[config.mk]
export PLATFORM = sky130hd
export DESIGN_NAME = fetch_unit
export DESIGN_NICKNAME = d
export VERILOG_FILES = /design/src/rtl/fetch_unit.sv
export SDC_FILE = /design/constraint.sdc
export NUM_CORES = 1
export LEC_CHECK = 0
export CAP_MARGIN = 20
export CORE_ASPECT_RATIO = 1.2
export CORE_MARGIN = 2
export CORE_UTILIZATION = 40
export DETAILED_ROUTE_END_ITERATION = 10
export PLACE_DENSITY = 0.73
export REMOVE_ABC_BUFFERS = 1
export SLEW_MARGIN = 20
export SYNTH_ARGS = -nofsm -noshare
export SYNTH_HDL_FRONTEND = slang
export SYNTH_SLANG_ARGS = --single-unit
export TNS_END_PERCENT = 10
[constraint.sdc]
create_clock -name clk -period 5 [get_ports clk]
set_input_delay 1 -clock clk [delete_from_list [all_inputs] [get_ports clk]]
set_output_delay 1 -clock clk [all_outputs]
set_load 0.02 [all_outputs]
[src/rtl/fetch_unit.sv]
// rtl/fetch_unit.sv - IF-stage PC generator and fetch aligner for the MIPS-32 pipeline
//
// Purpose:
//   Generates the word address for a synchronous instruction memory (data is
//   registered on posedge from imem_pc) and presents each fetched instruction to
//   decode together with its PC, PC+1 and a valid bit. Handles hazard stalls,
//   taken branch/jump redirects and a sticky out-of-range fetch fault. The word
//   on decode is captured locally during a stall because the memory re-reads
//   every edge.
//
// Ports:
//   clk          in   1     rising-edge clock shared with the instruction memory
//   rst_n        in   1     asynchronous, active-low reset
//   stall        in   1     hold PC and the decode-facing outputs
//   redirect     in   1     taken branch/jump; priority over stall
//   redirect_pc  in   PC_W  word target for redirect
//   imem_pc      out  PC_W  address to instruction memory (= pc_q)
//   imem_inst    in   32    instruction memory read data
//   id_inst      out  32    instruction to decode
//   id_pc        out  PC_W  word PC of id_inst
//   id_pc_plus1  out  PC_W  id_pc + 1 (mod 2^PC_W)
//   id_valid     out  1     id_inst/id_pc are valid
//   fetch_fault  out  1     sticky: fetch attempted at PC >= MEM_DEPTH

`timescale 1ns/1ps

module fetch_unit #(
    parameter int unsigned       PC_W      = 32,
    parameter logic [PC_W-1:0]   RESET_PC  = '0,
    parameter int unsigned       MEM_DEPTH = 128
) (
    input  logic            clk,
    input  logic            rst_n,
    input  logic            stall,
    input  logic            redirect,
    input  logic [PC_W-1:0] redirect_pc,
    output logic [PC_W-1:0] imem_pc,
    input  logic [31:0]     imem_inst,
    output logic [31:0]     id_inst,
    output logic [PC_W-1:0] id_pc,
    output logic [PC_W-1:0] id_pc_plus1,
    output logic            id_valid,
    output logic            fetch_fault
);

    // Depth extended by one bit so the range compare is exact for any PC_W.
    localparam logic [PC_W:0]   DEPTH_EXT = (PC_W+1)'(MEM_DEPTH);
    localparam logic [PC_W-1:0] PC_ONE    = PC_W'(1);

    logic [PC_W-1:0] pc_q,          pc_d;
    logic [PC_W-1:0] fet_pc_q,      fet_pc_d;
    logic [PC_W-1:0] fet_pc_p1_q,   fet_pc_p1_d;
    logic            fet_vld_q,     fet_vld_d;
    logic [31:0]     hold_inst_q,   hold_inst_d;
    logic            hold_vld_q,    hold_vld_d;
    logic            fault_q,       fault_d;

    logic            pc_out_of_range;
    logic [PC_W-1:0] pc_plus1;

    assign pc_out_of_range = ({1'b0, pc_q} >= DEPTH_EXT);
    assign pc_plus1        = pc_q + PC_ONE;

    always_comb begin
        pc_d        = pc_q;
        fet_pc_d    = fet_pc_q;
        fet_pc_p1_d = fet_pc_p1_q;
        fet_vld_d   = fet_vld_q;
        hold_inst_d = hold_inst_q;
        hold_vld_d  = hold_vld_q;
        fault_d     = fault_q;

        if (redirect) begin
            // The word the memory latches on this edge is wrong-path: squash it.
            pc_d       = redirect_pc;
            fet_vld_d  = 1'b0;
            hold_vld_d = 1'b0;
        end else if (fault_q) begin
            fet_vld_d  = 1'b0;
        end else if (stall) begin
            // Capture the word on decode before the memory overwrites it with
            // mem[pc_q]; later stall cycles keep the first capture.
            if (!hold_vld_q) begin
                hold_inst_d = imem_inst;
                hold_vld_d  = 1'b1;
            end
        end else if (pc_out_of_range) begin
            fault_d    = 1'b1;
            fet_vld_d  = 1'b0;
        end else begin
            fet_pc_d    = pc_q;
            fet_pc_p1_d = pc_plus1;
            fet_vld_d   = 1'b1;
            pc_d        = pc_plus1;
            hold_vld_d  = 1'b0;
        end
    end

    always_ff @(posedge clk or negedge rst_n) begin
        if (!rst_n) begin
            pc_q        <= RESET_PC;
            fet_pc_q    <= '0;
            fet_pc_p1_q <= PC_ONE;
            fet_vld_q   <= 1'b0;
            hold_inst_q <= '0;
            hold_vld_q  <= 1'b0;
            fault_q     <= 1'b0;
        end else begin
            pc_q        <= pc_d;
            fet_pc_q    <= fet_pc_d;
            fet_pc_p1_q <= fet_pc_p1_d;
            fet_vld_q   <= fet_vld_d;
            hold_inst_q <= hold_inst_d;
            hold_vld_q  <= hold_vld_d;
            fault_q     <= fault_d;
        end
    end

    assign imem_pc     = pc_q;
    assign id_inst     = hold_vld_q ? hold_inst_q : imem_inst;
    assign id_pc       = fet_pc_q;
    assign id_pc_plus1 = fet_pc_p1_q;
    assign id_valid    = fet_vld_q;
    assign fetch_fault = fault_q;

endmodule

==> key figures <==
Outcome
  – Status: completed

Synth
  – Avg Cell Area, Syn: between 10 and 15 µm²
  – Synth Area in XOR/XNOR: 0.00973
  – Simple-gate share of the synthesized area: 0.113
  – Largest family of logic cells by synthesized area: multiplexers
  – Cells after synthesis: about 380
  – Post-Synth Adder-Cell Area: 0.00463
  – YS warnings: 0
  – Post-synthesis sequential area ratio: 0.607
  – Post-Syn Area: 5400 µm²
  – Post-synthesis mux area share: 0.221
  – Synth Area in Compound Gates: 0.0239
  – Synth unique cells: 34
  – Yosys reg bits: between 100 and 150

Route
  – Vias/cell: 4.87
  – Routed via count: 3687
  – Final ANT Viol Nets: 0
  – Final WL: 12.9 mm
  – First-pass DRT Iterations: 4
  – Routed length per instance: 17.0 µm
  – 1st-iter DRT viols: 135
  – Detailed-route DRC error count: 0

Pwr
  – Leak pwr: 3.57 nW
  – Max VDD drop: 0.262 mV
  – Power Density: 350 nW/µm²

Final layout
  – Fin cells: 757
  – Area delta synth->final: 51.3%
  – Antenna Cells: 0
  – Layout cell share with drive strength beyond 1: 0.256
  – NumNets Final: 646

Worst hold path
  – Hold Path End: id_valid
  – Worst Hold Launch: id_valid
  – Hold WC Path Type: flip-flop to flip-flop
  – Hold path cells: 2

Critical path
  – Worst Path Arrival: 2.23 ns
  – CP max FO: 2
  – WS Path Type: input pin to output port
  – FF-to-FF End: id_pc_plus1[6]
  – Worst r2r src: imem_pc[17]
  – Critical Path Start Type: input pin
  – R2r setup slk: 2.60 ns
  – Worst path required time: ~4.0 ns
  – CP endpoint kind: output port
  – Reg2Reg Depth: 4

Clock tree
  – Clk buf depth: 2
  – CTS Sinks: 131
  – Setup repair bufs after CTS: 0
  – CTS tree: built
  – Worst-Skew Late Latency: 0.41 ns
  – Post-CTS Hold Fix Bufs: 0
  – Clk Tree Root Cell: clkbuf_16
  – TritonCTS Buffers: 17
  – Resize count post-CTS: 0
  – Clock slew at reported path FFs: 0.06 ns
  – H-Tree Depth: 4

STA
  – Fmax: between 300 and 400 MHz
  – Fin crit share: 0.646
  – Final hold slack: 0.477 ns
  – Actual slew at the worst max-slew pin: between 0.9 and 1 ns
  – Hold Fails Final Rpt: 0
  – Clk_skew: 0.00844 ns
  – Slew Limit Fails: 0
  – Max_slew headroom: 0.337
  – # setup viols final: 0
  – Final worst path period need: about 3.2 ns
  – Unrepaired setup endpoints after global routing: false
  – TNS Setup: 0 ns

GRT
  – Vias in the first global route: about 4000
  – First-pass GRT wire length: 20.8 mm
  – Initial antenna violation count: 1
  – Largest net degree at the start of global routing: 100
  – Grt ovf: 0
  – Gr usage total: 0.187

Die
  – Die height: between 100 and 150 µm
  – Die Span X: ~110 µm
  – Ports: 198
  – Die Area: roughly 14000 µm²
  – Initial core utilization: 0.410
  – Rows: 46
  – Core region area: 13200 µm²

Run
  – Max Cap Violations: 0

Placement
  – Placed cells: 725
  – GPL Wtd Cong: 0.759
  – Final HPWL DP: 8.99 mm
  – Port Buf Inserts: approximately 200
flip-flops by register name, summed over array words and instances (netlist names):
| register | count |
|---|---|
| id_valid | 1 |
| fetch_fault | 1 |
| hold_vld_q | 1 |
| imem_pc | 32 |
| id_pc_plus1 | 32 |
| id_pc | 32 |
| hold_inst_q | 32 |
power by group:
part           leakage, nW  switching [W]  internal, W
clock                0.315       0.000470     0.000870
combinational         1.55       0.000138     0.000190
sequential            1.70      0.0000583      0.00114
cell usage after synthesis, drive strengths merged:
master    n  area [µm²]
nor2b     1        6.26
a211oi    1        7.51
a31oi     7        43.8
inv       3        11.3
nor4      6        82.6
nand3     5        30.0
ha        2        25.0
nand2     5        18.8
nor2     10        37.5
o31ai     4        30.0
o32a      1        11.3
nand2b    1        6.26
or3       1        6.26
buf       4        38.8
nand4b    1        15.0
nor3      1        16.3
o21ai     4        20.0
clkbuf   16        60.1
and4b     1        10.0
xor2      2        17.5
mux2    103        1190
nand4     5        31.3
a221o     1        11.3
dfrtp   130        3250
or4       4        30.0
and2     50         313
a21oi     1        5.00
and4      1        10.0
dfstp     1        26.3
xnor2     4        35.0
cells by family (layout without fill, tap and decap cells):
logic type | after synthesis | in the layout
mux | 103 | 103
flops | 131 | 131
xor+xnor | 6 | 6
simple gates | 92 | 92
buf+inv | 23 | 236
compound gates | 19 | 19
fa+ha+maj | 2 | 2
cell type report:
type | count | area (µm²)
clock inverter | 13 | 198
inverter | 3 | 11.3
multi-input combinational | 222 | 2020
clock buffer | 19 | 453
sequential | 131 | 3280
timing repair buffer | 201 | 2000
tap | 168 | 210
fill | 1050 | 5000
worst max path at each step:
stage / from / endpoint / slack, ns
floorplan: stall / hold_inst_q[0] / 2.01
global placement: redirect / id_pc[0] / 1.65
detailed placement: redirect / id_pc[0] / 1.61
CTS: imem_inst[14] / id_inst[14] / 1.76
global route: imem_inst[25] / id_inst[25] / 1.72
finish: imem_inst[2] / id_inst[2] / 1.77
cell usage in the layout (no fill, tap or decap), drive strengths merged, types with 2 or more instances in the layout:
cell / n
xor2: 2
bufinv: 4
nor2: 10
nor4: 6
o21ai: 4
and2: 50
nand4: 5
or4: 4
mux2: 103
clkdlybuf4s50: 196
clkbuf: 19
a31oi: 7
ha: 2
nand3: 5
clkinv: 5
nand2: 5
dfrtp: 130
xnor2: 4
buf: 5
inv: 6
o31ai: 4
critical path, cell delays in order:
cell,delay [ns]
clkdlybuf4s50_1,0.40
mux2_2,0.28
clkdlybuf4s50_1,0.55
per-stage QoR:
step | util | instance area (µm²) | total power (W) | setup WS (ns)
final | 0.620 | 8180 | 0.00286 | 1.77
after global routing | 0.620 | 8180 | 0.00299 | 1.72
after CTS | 0.620 | 8180 | 0.00291 | 1.76
after detailed placement | 0.571 | 7520 | 0.00155 | 1.61
after global placement | 0.571 | 7520 | 0.00153 | 1.65
after floorplan | - | 5300 | 0.00136 | 2.01
routing by layer:
layer  part of all wire  routed length (µm)  track usage  vias up
li1                   -                   -            -     1723
met1               0.39                4990        0.215     1829
met2               0.52                6760        0.322      121
met3              0.076                 977       0.0714       12
met4              0.011                 138       0.0458        2
met5             0.0010                  13            0        -
(Power assumes the default switching activity.)
==> variant, RTL diff (same flow settings) <==
Take the reset off `hold_inst_q` and load it in a clocked block of its own.
--- a/src/rtl/fetch_unit.sv
+++ b/src/rtl/fetch_unit.sv
@@ -104,3 +104,2 @@
             fet_vld_q   <= 1'b0;
-            hold_inst_q <= '0;
             hold_vld_q  <= 1'b0;
@@ -112,3 +111,2 @@
             fet_vld_q   <= fet_vld_d;
-            hold_inst_q <= hold_inst_d;
             hold_vld_q  <= hold_vld_d;
@@ -116,2 +114,6 @@
         end
+    end
+
+    always_ff @(posedge clk) begin
+        hold_inst_q <= hold_inst_d;
     end
Check against the original RTL: same outputs for any inputs over 4 cycles, from zero or initial values and one cycle with rst_n low; that may be too few to reach the edited logic, so the function may still have changed.
==> variant against the original RTL <==
  * Area after synthesis decreased by 3.9%
  * Fmax decreased by 0.65%
  * Non-clock buffer count unchanged
  * Routed wire length decreased by 5.7%
  * Design area decreased by 2.7%
  * Die area decreased by 3.8%
  * Worst setup slack got worse by 0.021 ns
  * Power decreased by 4.5%
  * Sequential share of layout area increased by 3.1 points
  * Largest cell class unchanged
  * Largest power group unchanged
  * Utilization increased by 0.76 points
  * Sequential cell count unchanged
  * Synthesized cell count decreased by 9.3%
==> variant: results (changes against the original RTL) <==
----------------------------------------------------
[Outcome]
  Status ... finished clean (unchanged)

[Min path]
  Worst hold path startpoint ... id_pc[10] (was id_valid)
  Endpoint of the worst hold path ... id_pc[10] (was id_valid)
  Worst hold stages ... 1 (was 2)

[Yosys]
  Count of flip-flops with a built-in enable after synthesis ... 32 (was 0)
  List of most frequent post-synthesis cells ... dfrtp_1, mux2_2, and2_1, edfxtp_1, clkbuf_1 (was dfrtp_1, mux2_2, and2_1, clkbuf_1, nor2_1)
  Sequential share of the synthesized area ... 66.3% (was 60.7%)
  Proportion of synthesized flip-flops having asynchronous set or reset ... 75.6% (was 100%)
  Most area-consuming cells after synthesis ... dfrtp_1, edfxtp_1, mux2_2, and2_1, mux2_4 (was dfrtp_1, mux2_2, and2_1, mux2_4, nor4_4)
  Synth Area in XOR/XNOR ... 1.01% (was 0.973%)
  Synth Area in Adders ... 0.482% (was 0.463%)
  Fraction of the mapped netlist area in compound gates ... 2.48% (was 2.39%)
  Mean instance size in the synthesized netlist ... 15.2 um^2 (was 14.4 um^2)
  Yosys cell types ... 35 (was 34)

[Placement]
  Hpwl dp ... 8.75 mm (was 8.99 mm)
  Final weighted congestion of routability-driven global placement ... 0.782 (was 0.759)

[Drt]
  Final WL ... 12.1 mm (was 12.9 mm)
  Vias per cell ... 4.86 (was 4.87)
  Initial DRC Count ... 104 (was 135)

[Power]
  Leakage ... 0.00331 uW (was 0.00357 uW)
  Worst IR drop on VDD ... 0.206 mV (was 0.262 mV)

[Setup path]
  Worst stage delay on the critical path ... 0.63 ns (was 0.55 ns)
  Minimum setup slack among reg-to-reg paths ... 2.50 ns (was 2.60 ns)
  RR Startpoint ... imem_pc[13] (was imem_pc[17])
  Capture point of the worst reg-to-reg path ... id_pc_plus1[7] (was id_pc_plus1[6])

[Global routing]
  Maximum number of pins on one net before global-route repair ... 67 (was 100)
  Number of antenna violations at the first check in global routing ... 0 (was 1)
  Wire length of the first global-routing pass ... 18.7 mm (was 20.8 mm)

[STA]
  Normalized max-slew margin ... 45.2% (was 33.7%)
  Clock Skews ... 0.00924 ns (was 0.00844 ns)

[Layout]
  NumNets Final ... 614 (was 646)
  Layout cell share with drive strength beyond 1 ... 21.2% (was 25.6%)

----------------------------------------------------
==> variant: cell count changes after synthesis <==
cell      delta
dfrtp_1     -32
mux2_2      -32
edfxtp_1    +32
clkbuf_1     -3
==> variant: metrics by stage <==
| step | cell area, um^2 | hold WS [ns] | setup WS (ns) |
|---|---|---|---|
| after floorplan | 5100 | 0.591 | 2.13 |
| after global placement | 7310 | 0.465 | 1.64 |
| after detailed placement | 7310 | 0.470 | 1.55 |
| after CTS | 7950 | 0.486 | 1.73 |
| after global routing | 7950 | 0.499 | 1.72 |
| final | 7950 | 0.479 | 1.75 |
==> variant: how the worst max path moves through the flow <==
| stage | from | endpoint | slack (ns) | depth (start not counted) |
|---|---|---|---|---|
| 2_1_floorplan | stall | hold_inst_q[0] | 2.13 | 2 |
| 3_3_place_gp | stall | id_pc[6] | 1.64 | 4 |
| 3_5_place_dp | stall | id_pc[2] | 1.55 | 4 |
| 4_1_cts | imem_inst[25] | id_inst[25] | 1.73 | 3 |
| 5_1_grt | imem_inst[25] | id_inst[25] | 1.72 | 3 |
| 6_report | imem_inst[30] | id_inst[30] | 1.75 | 3 |
==> variant: cell type report <==
cell class	count	area, um^2
timing repair buffer	201	2000
fill	968	4710
tap	164	205
sequential	131	3440
clock buffer	21	492
multi-input combinational	190	1660
clock inverter	10	144
inverter	3	11.3
==> variant: critical path: cells and delay by family <==
family                 cells  cell delay [ns]
buffers and inverters      2             1.10
muxes                      1             0.15
==> variant: kinds of logic after synthesis <==
| group | after synthesis |
|---|---|
| xor gates and xnor gates | 6 |
| buffers and inverters | 20 |
| and+or+nand+nor | 92 |
| AOI/OAI and AO/OA | 19 |
| muxes | 71 |
| adders and majority gates | 2 |
| DFF | 131 |
==> variant: power breakdown <==
| group | leakage [uW] | internal, uW | switching (uW) |
|---|---|---|---|
| clock network | 0.000311 | 854 | 446 |
| registers | 0.00159 | 1120 | 34.3 |
| logic | 0.00141 | 152 | 124 |
==> variant: metal layers <==
layer | track usage, % | vias up | share of wire, %
met3 | 6.53 | 15 | 9.1
met4 | 6.86 | 0 | 1.8
li1 | - | 1623 | -
met5 | 0 | - | 0
met2 | 29.2 | 137 | 50
met1 | 20.8 | 1723 | 39
